[src/rtl/nn_layer_engine_if.sv]
// nn_layer_engine_if
//   Command, load-stream and output-bank read signals of nn_layer_engine.
//   master: the command decoder side (drives commands, load beats and rd_sel).
//   slave : the layer engine (drives ready/busy/done and rd_data).
//   Parameters: DW (data width), SEL_W (rd_sel width).
interface nn_layer_engine_if #(
  parameter int DW    = 8,
  parameter int SEL_W = 2
);
  logic             cmd_valid;
  logic [1:0]       cmd;
  logic             cmd_ready;
  logic             data_valid;
  logic [DW-1:0]    data_in;
  logic             data_ready;
  logic             busy;
  logic             done;
  logic [SEL_W-1:0] rd_sel;
  logic [DW-1:0]    rd_data;

  modport master (
    output cmd_valid, cmd, data_valid, data_in, rd_sel,
    input  cmd_ready, data_ready, busy, done, rd_data
  );

  modport slave (
    input  cmd_valid, cmd, data_valid, data_in, rd_sel,
    output cmd_ready, data_ready, busy, done, rd_data
  );
endinterface

[src/rtl/nn_layer_engine.sv]
// nn_layer_engine
//   Time-multiplexed perceptron layer: N_NEURON neurons of N_IN signed inputs,
//   evaluated serially on one shared multiply-accumulate unit.
//   Ports:
//     clk    - sole clock, rising edge
//     rst_n  - synchronous active-low reset
//     bus    - nn_layer_engine_if.slave: cmd_valid/cmd/cmd_ready,
//              data_valid/data_in/data_ready, busy, done, rd_sel/rd_data
//   Build option: define NN_RELU_EN for a saturating ReLU-with-threshold
//   activation; otherwise a 0/1 step activation is built.
//
//   state        | meaning
//   -------------+---------------------------------------------------------
//   S_IDLE       | waiting for a command; only state with cmd_ready=1
//   S_LOAD_PARAM | taking N_NEURON*(N_IN+2) beats: w[n][*], bias[n], th[n]
//   S_LOAD_INPUT | taking N_IN beats: x[0..N_IN-1]
//   S_COMPUTE    | per neuron: N_IN MAC cycles, then write + next init
module nn_layer_engine #(
  parameter int N_IN     = 4,
  parameter int N_NEURON = 4,
  parameter int DW       = 8,
  parameter int ACC_W    = 20
) (
  input  logic               clk,
  input  logic               rst_n,
  nn_layer_engine_if.slave   bus
);

  localparam int IW    = $clog2(N_IN + 2);
  localparam int NW    = (N_NEURON > 1) ? $clog2(N_NEURON) : 1;
  localparam int SEL_W = NW;

  typedef enum logic [1:0] {
    S_IDLE       = 2'd0,
    S_LOAD_PARAM = 2'd1,
    S_LOAD_INPUT = 2'd2,
    S_COMPUTE    = 2'd3
  } state_t;

  state_t                    state_q, state_d;
  logic [NW-1:0]             neu_q, neu_d;
  logic [IW-1:0]             idx_q, idx_d;
  logic signed [ACC_W-1:0]   acc_q, acc_d;
  logic                      done_q, done_d;

  logic signed [DW-1:0]      w_q    [N_NEURON][N_IN];
  logic signed [DW-1:0]      w_d    [N_NEURON][N_IN];
  logic signed [DW-1:0]      bias_q [N_NEURON];
  logic signed [DW-1:0]      bias_d [N_NEURON];
  logic signed [DW-1:0]      th_q   [N_NEURON];
  logic signed [DW-1:0]      th_d   [N_NEURON];
  logic signed [DW-1:0]      x_q    [N_IN];
  logic signed [DW-1:0]      x_d    [N_IN];
  logic [DW-1:0]             out_q  [N_NEURON];
  logic [DW-1:0]             out_d  [N_NEURON];

  logic signed [DW-1:0]      x_sel, w_sel, th_sel, bias_nxt;
  logic [NW-1:0]             bias_idx;
  logic signed [2*DW-1:0]    prod;
  logic signed [ACC_W-1:0]   prod_ext, bias_ext, th_ext;
  logic                      ge;
  logic [DW-1:0]             act_val;
  logic [DW-1:0]             rd_val;

  // Operand selection. Loop-based muxes keep every index width exact for
  // any N_IN / N_NEURON. The bias fetched is for neuron 0 when a RUN is
  // accepted in IDLE, otherwise for the neuron after the current one
  // (its init shares the cycle with the current neuron's write).
  always_comb begin
    x_sel    = '0;
    w_sel    = '0;
    th_sel   = '0;
    bias_nxt = '0;
    bias_idx = (state_q == S_COMPUTE) ? neu_q + NW'(1) : '0;
    for (int i = 0; i < N_IN; i++) begin
      if (idx_q == IW'(i)) x_sel = x_q[i];
    end
    for (int n = 0; n < N_NEURON; n++) begin
      for (int i = 0; i < N_IN; i++) begin
        if (neu_q == NW'(n) && idx_q == IW'(i)) w_sel = w_q[n][i];
      end
      if (neu_q == NW'(n))    th_sel   = th_q[n];
      if (bias_idx == NW'(n)) bias_nxt = bias_q[n];
    end
  end

  always_comb begin
    prod     = $signed({{DW{x_sel[DW-1]}}, x_sel}) * $signed({{DW{w_sel[DW-1]}}, w_sel});
    prod_ext = {{(ACC_W-2*DW){prod[2*DW-1]}}, prod};
    bias_ext = {{(ACC_W-DW){bias_nxt[DW-1]}}, bias_nxt};
    th_ext   = {{(ACC_W-DW){th_sel[DW-1]}}, th_sel};
    ge       = (acc_q >= th_ext);
  end

`ifdef NN_RELU_EN
  logic fits;
  always_comb begin
    // acc fits in DW bits when everything from bit DW-1 upward is a copy
    // of the sign.
    fits = (&acc_q[ACC_W-1:DW-1]) | ~(|acc_q[ACC_W-1:DW-1]);
    if (!ge)
      act_val = '0;
    else if (fits)
      act_val = acc_q[DW-1:0];
    else if (acc_q[ACC_W-1])
      act_val = {1'b1, {(DW-1){1'b0}}};
    else
      act_val = {1'b0, {(DW-1){1'b1}}};
  end
`else
  always_comb begin
    act_val = ge ? DW'(1) : '0;
  end
`endif

  always_comb begin
    state_d = state_q;
    neu_d   = neu_q;
    idx_d   = idx_q;
    acc_d   = acc_q;
    done_d  = 1'b0;
    w_d     = w_q;
    bias_d  = bias_q;
    th_d    = th_q;
    x_d     = x_q;
    out_d   = out_q;

    case (state_q)
      S_IDLE: begin
        if (bus.cmd_valid) begin
          case (bus.cmd)
            2'b01: begin
              state_d = S_LOAD_PARAM;
              neu_d   = '0;
              idx_d   = '0;
            end
            2'b10: begin
              state_d = S_LOAD_INPUT;
              idx_d   = '0;
            end
            2'b11: begin
              // The accepting edge doubles as the init cycle of neuron 0.
              state_d = S_COMPUTE;
              neu_d   = '0;
              idx_d   = '0;
              acc_d   = bias_ext;
            end
            default: ;
          endcase
        end
      end

      S_LOAD_PARAM: begin
        if (bus.data_valid) begin
          for (int n = 0; n < N_NEURON; n++) begin
            if (neu_q == NW'(n)) begin
              for (int i = 0; i < N_IN; i++) begin
                if (idx_q == IW'(i)) w_d[n][i] = bus.data_in;
              end
              if (idx_q == IW'(N_IN))     bias_d[n] = bus.data_in;
              if (idx_q == IW'(N_IN + 1)) th_d[n]   = bus.data_in;
            end
          end
          if (idx_q == IW'(N_IN + 1)) begin
            idx_d = '0;
            if (neu_q == NW'(N_NEURON - 1)) state_d = S_IDLE;
            else                            neu_d   = neu_q + NW'(1);
          end else begin
            idx_d = idx_q + IW'(1);
          end
        end
      end

      S_LOAD_INPUT: begin
        if (bus.data_valid) begin
          for (int i = 0; i < N_IN; i++) begin
            if (idx_q == IW'(i)) x_d[i] = bus.data_in;
          end
          if (idx_q == IW'(N_IN - 1)) begin
            state_d = S_IDLE;
            idx_d   = '0;
          end else begin
            idx_d = idx_q + IW'(1);
          end
        end
      end

      S_COMPUTE: begin
        if (idx_q != IW'(N_IN)) begin
          acc_d = acc_q + prod_ext;
          idx_d = idx_q + IW'(1);
        end else begin
          for (int n = 0; n < N_NEURON; n++) begin
            if (neu_q == NW'(n)) out_d[n] = act_val;
          end
          idx_d = '0;
          if (neu_q == NW'(N_NEURON - 1)) begin
            state_d = S_IDLE;
            done_d  = 1'b1;
          end else begin
            neu_d = neu_q + NW'(1);
            acc_d = bias_ext;
          end
        end
      end

      default: state_d = S_IDLE;
    endcase
  end

  always_ff @(posedge clk) begin
    if (!rst_n) begin
      state_q <= S_IDLE;
      neu_q   <= '0;
      idx_q   <= '0;
      acc_q   <= '0;
      done_q  <= 1'b0;
      w_q     <= '{default: '0};
      bias_q  <= '{default: '0};
      th_q    <= '{default: '0};
      x_q     <= '{default: '0};
      out_q   <= '{default: '0};
    end else begin
      state_q <= state_d;
      neu_q   <= neu_d;
      idx_q   <= idx_d;
      acc_q   <= acc_d;
      done_q  <= done_d;
      w_q     <= w_d;
      bias_q  <= bias_d;
      th_q    <= th_d;
      x_q     <= x_d;
      out_q   <= out_d;
    end
  end

  // Out-of-range rd_sel matches no entry and reads 0.
  always_comb begin
    rd_val = '0;
    for (int n = 0; n < N_NEURON; n++) begin
      if (bus.rd_sel == SEL_W'(n)) rd_val = out_q[n];
    end
  end

  assign bus.rd_data    = rd_val;
  assign bus.cmd_ready  = (state_q == S_IDLE);
  assign bus.data_ready = (state_q == S_LOAD_PARAM) || (state_q == S_LOAD_INPUT);
  assign bus.busy       = (state_q != S_IDLE);
  assign bus.done       = done_q;

endmodule

[src/flat_wrapper.sv]
// flat-port wrapper written by rule: the top's interface ports become plain ports
module nn_layer_engine_flat 
#(
  parameter int N_IN     = 4,
  parameter int N_NEURON = 4,
  parameter int DW       = 8,
  parameter int ACC_W    = 20
)
  (clk, rst_n, bus_cmd_valid, bus_cmd, bus_data_valid, bus_data_in, bus_rd_sel, bus_cmd_ready, bus_data_ready, bus_busy, bus_done, bus_rd_data);
  nn_layer_engine_if #(.DW(DW), .SEL_W((2))) bus_i ();
  input  logic clk;
  input  logic rst_n;
  input wire logic [$bits(bus_i.cmd_valid)-1:0] bus_cmd_valid;
  input wire logic [$bits(bus_i.cmd)-1:0] bus_cmd;
  input wire logic [$bits(bus_i.data_valid)-1:0] bus_data_valid;
  input wire logic [$bits(bus_i.data_in)-1:0] bus_data_in;
  input wire logic [$bits(bus_i.rd_sel)-1:0] bus_rd_sel;
  output wire logic [$bits(bus_i.cmd_ready)-1:0] bus_cmd_ready;
  output wire logic [$bits(bus_i.data_ready)-1:0] bus_data_ready;
  output wire logic [$bits(bus_i.busy)-1:0] bus_busy;
  output wire logic [$bits(bus_i.done)-1:0] bus_done;
  output wire logic [$bits(bus_i.rd_data)-1:0] bus_rd_data;
  assign bus_i.cmd_valid = bus_cmd_valid;
  assign bus_i.cmd = bus_cmd;
  assign bus_i.data_valid = bus_data_valid;
  assign bus_i.data_in = bus_data_in;
  assign bus_i.rd_sel = bus_rd_sel;
  assign bus_cmd_ready = bus_i.cmd_ready;
  assign bus_data_ready = bus_i.data_ready;
  assign bus_busy = bus_i.busy;
  assign bus_done = bus_i.done;
  assign bus_rd_data = bus_i.rd_data;
  nn_layer_engine #(.N_IN(N_IN), .N_NEURON(N_NEURON), .DW(DW), .ACC_W(ACC_W)) u_core (.clk(clk), .rst_n(rst_n), .bus(bus_i));
endmodule
[config.mk]
export PLATFORM = sky130hd
export DESIGN_NAME = nn_layer_engine_flat
export DESIGN_NICKNAME = d
export VERILOG_FILES = /design/src/rtl/nn_layer_engine_if.sv /design/src/rtl/nn_layer_engine.sv /design/src/flat_wrapper.sv
export SDC_FILE = /design/constraint.sdc
export NUM_CORES = 1
export LEC_CHECK = 0
export BUFFER_PORTS_ARGS = -buffer_cell sky130_fd_sc_hd__buf_4
export CORE_MARGIN = 2
export CORE_UTILIZATION = 45
export CTS_BUF_LIST = sky130_fd_sc_hd__clkbuf_8
export DETAILED_ROUTE_END_ITERATION = 6
export PLACE_DENSITY_LB_ADDON = 0.1
export SLEW_MARGIN = 25
export SYNTH_ARGS = -nofsm -noshare
export SYNTH_HDL_FRONTEND = slang
export SYNTH_SLANG_ARGS = --single-unit
[constraint.sdc]
create_clock -name clk -period 7.8 [get_ports clk]
set_input_delay 0.78 -clock clk [delete_from_list [all_inputs] [get_ports clk]]
set_output_delay 0.78 -clock clk [all_outputs]
set_load 0.02 [all_outputs]
==> impl_metrics.env, run 1 <==
export IMPL_synth_compound_area_share_pct=21.3
export IMPL_synth_area_top_cells="dfxtp_1 (30%), fa_1 (10%), nand2_1 (7.9%)"
export IMPL_grt_pass1_vias=14600
export IMPL_period_minus_slack_ns=7.53
export IMPL_synth_common_cells="nand2_1 (360), dfxtp_1 (256), a21boi_0 (161)"
export IMPL_synth_top_area_cell="dfxtp_1"
export IMPL_drv_slew=0
export IMPL_cp_start_kind="register"
export IMPL_grt_use_total_pct=27.1
export IMPL_yosys_cell_types_count=81
export IMPL_drive_gt1_share_pct=8.71
export IMPL_p_clk_share_pct=38.7
export IMPL_worst_slew_pin_slew_ns=0.902
export IMPL_seq_power_share_pct=38.7
export IMPL_power_switching_w=0.00114
export IMPL_synth_xor_area_share_pct=0.917
export IMPL_clk_latency_ns=0.63
export IMPL_drv_cap=0
export IMPL_synth_top_family_by_area="compound AO/OA/AOI/OAI gates"
export IMPL_port_buffers=20
export IMPL_p_sw_share_pct=32.6
export IMPL_cts_root_buf="clkbuf_8"
export IMPL_grt_use_met2_pct=44.2
export IMPL_synthesis_area_um2=17200
export IMPL_cp_end_kind="register"
export IMPL_leakage_nw=7.25
export IMPL_clock_skew_ns=0.0303
export IMPL_multi_input_area_um2=11000
export IMPL_grt_antenna_before_repair=0
export IMPL_synthMuxAreaShare_pct=5.37
export IMPL_cp_slowest_cell="a311oi_1"
export IMPL_pin_count=28
export IMPL_path_clk_slew_ns=0.06
export IMPL_core_area_um2=37700
export IMPL_pwr_density_cell_nw_per_um2=186
export IMPL_fillers=3747
export IMPL_final_area_um2=18800
export IMPL_synth_async_reset_ratio_pct=0
export IMPL_intPower_w=0.00235
export IMPL_grtUsageMet3_pct=4.37
export IMPL_cts_tree="yes"
export IMPL_row_count=71
export IMPL_finalCritPeriodShare_pct=96.6
export IMPL_critical_path_max_stage_delay_ns=0.72
export IMPL_drtPass1Iterations=5
export IMPL_hold_path_class="register to register"
export IMPL_synth_fa_ha_area_share_pct=16.2
export IMPL_yosys_register_bits=256
export IMPL_grt_ovfl_total=0
export IMPL_drt_iter0_drc=907
export IMPL_dpl_cell_area_um2=17800
export IMPL_cts_buffer_depth=3
export IMPL_grt_max_degree=100
export IMPL_drtAntennaViolNets=0
export IMPL_htreeDepth=2
export IMPL_grt_busiest_layer="met2"
export IMPL_avgSynthCellArea_um2=8.29
export IMPL_crit_type="register to register"
export IMPL_ctsHoldBuffers=0
export IMPL_grt_pass1_wl_um=83400
export IMPL_status="complete, no violations"
export IMPL_routed_via_density=5.59
export IMPL_wl_per_cell_um=20.1
export IMPL_dpl_hpwl_um=36200
export IMPL_vdd_drop_max_uv=107
export IMPL_gp_routability_congestion=0.938
export IMPL_fmax_mhz=133
export IMPL_cts_made_buffers=48
export IMPL_areaGrowthSynthToFinish_pct=9.17
export IMPL_p_comb_share_pct=22.7
export IMPL_cts_sinks=256
export IMPL_synth_cells=2073
export IMPL_final_hold_viol_count=0
export IMPL_crit_top_cell="inv_1"
export IMPL_required_ns=8.29
export IMPL_yosysMostFrequentCell="nand2_1"
export IMPL_synthSimpleGateAreaFrac_pct=20.0
export IMPL_critPathArrivalTime_ns=8.02
export IMPL_ys_warn_count=0
export IMPL_register_area_um2=5120
export IMPL_nets=2240
export IMPL_ys_seq_area_share_pct=29.8
export IMPL_vias=14500
export IMPL_die_h_um=199
export IMPL_synth_top_area_share_pct=29.8
export IMPL_met1_usage_pct=37.0
export IMPL_initial_utilization_pct=45.6
export IMPL_finalSetupViolCount=0
export IMPL_die_width_um=199
export IMPL_final_core_util_pct=49.8
export IMPL_synth_edf_count=0
export IMPL_routed_wl_um=52200
export IMPL_rsz0062_at_grt="no"
export IMPL_antennaDiodeCount=0
export IMPL_die_area_um2=39800
export IMPL_drc=0
export IMPL_cp_max_fo=13
export IMPL_synth_ff_type="dfxtp_1"
export IMPL_relSlewSlack_pct=39.9
## placed cells by master, fill, tap and decap left out, types with 76 or more instances in the layout
| cell type | count |
|---|---|
| ha_1 | 76 |
| mux2i_1 | 82 |
| dfxtp_1 | 256 |
| a21boi_0 | 161 |
| inv_1 | 137 |
| nand2_1 | 360 |
| fa_1 | 89 |
| nor2_1 | 96 |
| nor2b_1 | 96 |
| o21ai_0 | 143 |
## cells by family after synthesis
group / after synthesis
compound gates: 544
xor+xnor: 18
fa+ha+maj: 169
buf+inv: 268
flops: 256
mux: 90
other cells: 1
simple gates: 727
## critical path, delay by kind of cell, from the launching register on
kind	cells	cell delay [ns]
DFF	1	0.40
adders and majority gates	7	3.05
and+or+nand+nor	2	0.51
xor gates and xnor gates	1	0.17
buffers and inverters	6	0.54
AOI/OAI and AO/OA	9	2.71
## cell type report
type | instances | area share, %
repair buffers | 70 | 2.82
clock inverters | 22 | 0.654
multi-input cells | 1555 | 58.8
well taps | 511 | 3.41
inverters | 124 | 2.48
clock buffers | 62 | 4.55
flip-flops and latches | 256 | 27.3
## registers in the layout, summed over array words and instances, names as in the netlist
| name | flops |
|---|---|
| u_core.bus.done | 1 |
| u_core.th_q | 32 |
| u_core.neu_q | 2 |
| u_core.idx_q | 3 |
| u_core.w_q | 128 |
| u_core.acc_q | 20 |
| u_core.x_q | 32 |
| u_core.out_q | 4 |
| u_core.bias_q | 32 |
| u_core.state_q | 2 |
## repair_timing
item / 4_1_cts / 5_1_grt
buffers inserted: 0 / 0
endpoints found under the setup margin: 0 / 3
resized for setup: 0 / 3
endpoints found under the hold margin: 0 / 0
## stage by stage
stage / power, W / setup WS (ns) / hold slack (ns) / setup TNS [ns] / std cells
floorplan: 0.00190 / 0.570 / 0.438 / 0 / 2079
global placement: 0.00215 / -0.154 / 0.448 / -0.448 / 2516
detailed placement: 0.00215 / 0.423 / 0.455 / 0 / 2516
CTS: 0.00352 / 0.398 / 0.463 / 0 / 2600
global route: 0.00365 / 0.0155 / 0.481 / 0 / 2600
finish: 0.00348 / 0.267 / 0.466 / 0 / 2600
## path summary, 6_finish.rpt
check	endpoint	startpoint	slack (ns)	cells after the start
max	u_core.acc_q[18]	u_core.neu_q[0]	0.27	25
max reg2reg	u_core.acc_q[18]	u_core.neu_q[0]	0.27	25
min	u_core.x_q[20]	u_core.x_q[20]	0.47	2
min reg2reg	u_core.x_q[20]	u_core.x_q[20]	0.47	2
## power by group through the flow
stage               registers, W  clock network (W)  logic, W
finish                   0.00135            0.00135  0.000790
global route             0.00135            0.00143  0.000867
CTS                      0.00135            0.00138  0.000785
detailed placement       0.00138                  0  0.000778
global placement         0.00137                  0  0.000776
floorplan                0.00137                  0  0.000528
## layer usage
layer	wire [µm]	share of wire [%]
met5	0	0
met4	1220	2.3
met3	2840	5.4
met2	23900	46
met1	24300	46
(Power assumes the default switching activity.)
==> run 2: changes to the inputs <==
--- a/config.mk
+++ b/config.mk
@@ -7,7 +7,7 @@
 export LEC_CHECK = 0
 export BUFFER_PORTS_ARGS = -buffer_cell sky130_fd_sc_hd__buf_4
 export CORE_MARGIN = 2
-export CORE_UTILIZATION = 45
+export CORE_UTILIZATION = 50
 export CTS_BUF_LIST = sky130_fd_sc_hd__clkbuf_8
 export DETAILED_ROUTE_END_ITERATION = 6
 export PLACE_DENSITY_LB_ADDON = 0.1
==> run 2 against run 1 <==
Against the previous run:
- clock-buffer cell count shrank 3
- wire length shrank 5.3%
- maximum frequency grew 2.0%
- global-route usage grew 0.76 points
- clock skew grew 0.0028 ns
- sequential power is essentially flat
- cell count shrank 2.8%
- hold slack lost 0.0038 ns
- design area shrank 1.0%
- total power shrank 2.6%
- non-clock buffer count shrank 5
- worst setup slack gained 0.14 ns
- critical path type unchanged
- critical endpoint unchanged
- largest cell class unchanged
- largest power group unchanged
==> impl_metrics.env, run 2 (synthesis results as in run 1) <==
export IMPL_status="complete, no violations"
export IMPL_rsz0062_at_grt="no"
export IMPL_pin_count=28
export IMPL_cts_sinks=256
export IMPL_cts_buffer_depth=3
export IMPL_row_count=67
export IMPL_hold_path_class="register to register"
export IMPL_grt_busiest_layer="met2"
export IMPL_p_comb_share_pct=22.9
export IMPL_mostFrequentLayoutCell="nand2_1"
export IMPL_cp_max_fo=9
export IMPL_die_area_um2=35900
export IMPL_final_hold_viol_count=0
export IMPL_p_sw_share_pct=33.0
export IMPL_path_clk_slew_ns=0.06
export IMPL_cp_end_kind="register"
export IMPL_pwr_density_cell_nw_per_um2=183
export IMPL_drv_slew=0
export IMPL_seq_power_share_pct=39.7
export IMPL_rr_endpoint="u_core.acc_q[18]"
export IMPL_dp_cells=2448
export IMPL_worst_slew_pin_slew_ns=0.994
export IMPL_finalCritPeriodShare_pct=94.7
export IMPL_grt_pass1_vias=14600
export IMPL_period_minus_slack_ns=7.39
export IMPL_regMostFlops="u_core.w_q"
export IMPL_dpl_worst_slack_ns=0.472
export IMPL_drtPass1Iterations=7
export IMPL_cts_root_buf="clkbuf_8"
export IMPL_nets=2234
export IMPL_vias=14700
export IMPL_drt_iter0_drc=1425
export IMPL_clk_latency_ns=0.62
export IMPL_intPower_w=0.00227
export IMPL_drc=0
export IMPL_die_h_um=189
export IMPL_drtAntennaViolNets=0
export IMPL_die_width_um=189
export IMPL_fmax_mhz=135
export IMPL_port_buffers=20
export IMPL_crit_type="register to register"
export IMPL_grt_use_met2_pct=44.8
export IMPL_grtUsageMet3_pct=5.19
export IMPL_grt_ovfl_total=0
export IMPL_grt_max_degree=170
export IMPL_met1_usage_pct=38.0
export IMPL_cts_tree="yes"
export IMPL_wl_per_cell_um=19.6
export IMPL_initial_utilization_pct=51.0
export IMPL_routed_wl_um=49400
export IMPL_grt_use_total_pct=27.9
export IMPL_finalSetupViolCount=0
export IMPL_cts_made_buffers=47
export IMPL_cp_start_kind="register"
export IMPL_routed_via_density=5.81
export IMPL_post_cts_setup_buffers=0
export IMPL_reg2reg_slack_ns=0.41
export IMPL_relSlewSlack_pct=33.2
export IMPL_grt_antenna_before_repair=1
export IMPL_final_cell_mix="nand2_1 (360), dfxtp_1 (256), a21boi_0 (161), o21ai_0 (144), inv_1 (137)"
export IMPL_hold_end="u_core.x_q[17]"
export IMPL_power_switching_w=0.00112
export IMPL_critPathArrivalTime_ns=7.86
export IMPL_grt_pass1_wl_um=79700
export IMPL_largest_reg_flops=128
export IMPL_r2r_start="u_core.neu_q[0]"
export IMPL_p_clk_share_pct=37.4
export IMPL_vdd_drop_max_uv=127
export IMPL_gp_routability_congestion=0.974
export IMPL_areaGrowthSynthToFinish_pct=8.04
export IMPL_hp_start="u_core.x_q[17]"
export IMPL_layoutNonFillerInstCount=2528
export IMPL_required_ns=8.27
export IMPL_drive_gt1_share_pct=8.13
export IMPL_reg2regPathDepth=25
export IMPL_worst_slack_ns=0.412
export IMPL_htreeDepth=2
export IMPL_core_area_um2=33700
export IMPL_tns_ns=0
export IMPL_clock_skew_ns=0.0331
export IMPL_dpl_hpwl_um=34000
export IMPL_leakage_nw=7.18
export IMPL_drv_cap=0
export IMPL_holdPathStages=2
[run 2: changes by cell type in the layout (fill, tap and decap cells not counted), sizes merged]
cell,delta
buf,-6
bufinv,-1
clkbuf,-2
inv,-1
diode,+1
[run 2: layout make-up]
type / instances / area [µm²]
diodes: 1 / 2.50
clock buffers: 59 / 812
clock inverters: 20 / 92.6
fillers: 3250 / 15100
inverters: 124 / 465
multi-input cells: 1555 / 11000
flip-flops and latches: 256 / 5120
well taps: 448 / 561
repair buffers: 65 / 494
[run 2: metal layers]
metal / routed length [µm] / vias up
li1: - / 7003
met1: 22500 / 7148
met2: 22500 / 457
met3: 3170 / 90
met4: 1270 / 0
met5: 0 / -
[run 2: how the worst max path moves through the flow]
| stage | start | end | slack, ns | cells after the start |
|---|---|---|---|---|
| floorplan | u_core.idx_q[2] | u_core.acc_q[18] | 0.57 | 28 |
| global placement | u_core.idx_q[0] | u_core.acc_q[18] | 0.44 | 23 |
| detailed placement | u_core.neu_q[0] | u_core.acc_q[18] | 0.47 | 25 |
| CTS | u_core.neu_q[0] | u_core.acc_q[18] | 0.44 | 25 |
| global route | u_core.idx_q[1] | u_core.acc_q[16] | 0.06 | 24 |
| finish | u_core.neu_q[0] | u_core.acc_q[18] | 0.41 | 25 |
[run 2: metrics by stage]
| stage | instance area (µm²) | hold WS, ns | util, % | power [W] |
|---|---|---|---|---|
| final | 18600 | 0.462 | 55.1 | 0.00339 |
| after global routing | 18600 | 0.489 | 55.1 | 0.00355 |
| after global placement | 17600 | 0.448 | 52.3 | 0.00213 |
| after floorplan | 17200 | 0.438 | - | 0.00190 |
| after detailed placement | 17600 | 0.455 | 52.3 | 0.00213 |
| after CTS | 18500 | 0.463 | 55.0 | 0.00341 |
[run 2: power by group through the flow]
stage          logic, W  clock network, W  registers [W]
2_1_floorplan  0.000528                 0        0.00137
3_3_place_gp   0.000752                 0        0.00138
3_5_place_dp   0.000755                 0        0.00138
4_1_cts        0.000762           0.00130        0.00135
5_1_grt        0.000845           0.00135        0.00135
6_report       0.000776           0.00127        0.00135
[run 2: what timing repair did]
action                                  CTS  global route
endpoints found under the setup margin    0             1
resized for setup                         0             2
hold endpoints to repair                  0             0
hold buffers                              0             0
[run 2: critical path: stages, from the launching register on]
cell,delay (ns)
dfxtp_1,0.38
inv_1,0.13
ha_1,0.32
buf_4,0.21
and2_1,0.29
a22oi_1,0.38
o2111ai_1,0.24
a311oi_2,0.46
o31ai_2,0.17
and3b_1,0.35
fa_1,0.56
inv_1,0.05
fa_1,0.49
inv_1,0.05
fa_1,0.52
inv_1,0.05
fa_1,0.49
inv_1,0.05
ha_1,0.27
ha_1,0.33
a21o_1,0.23
a2111oi_2,0.48
o21bai_1,0.16
a211oi_1,0.33
xor2_1,0.16
o21ai_0,0.07
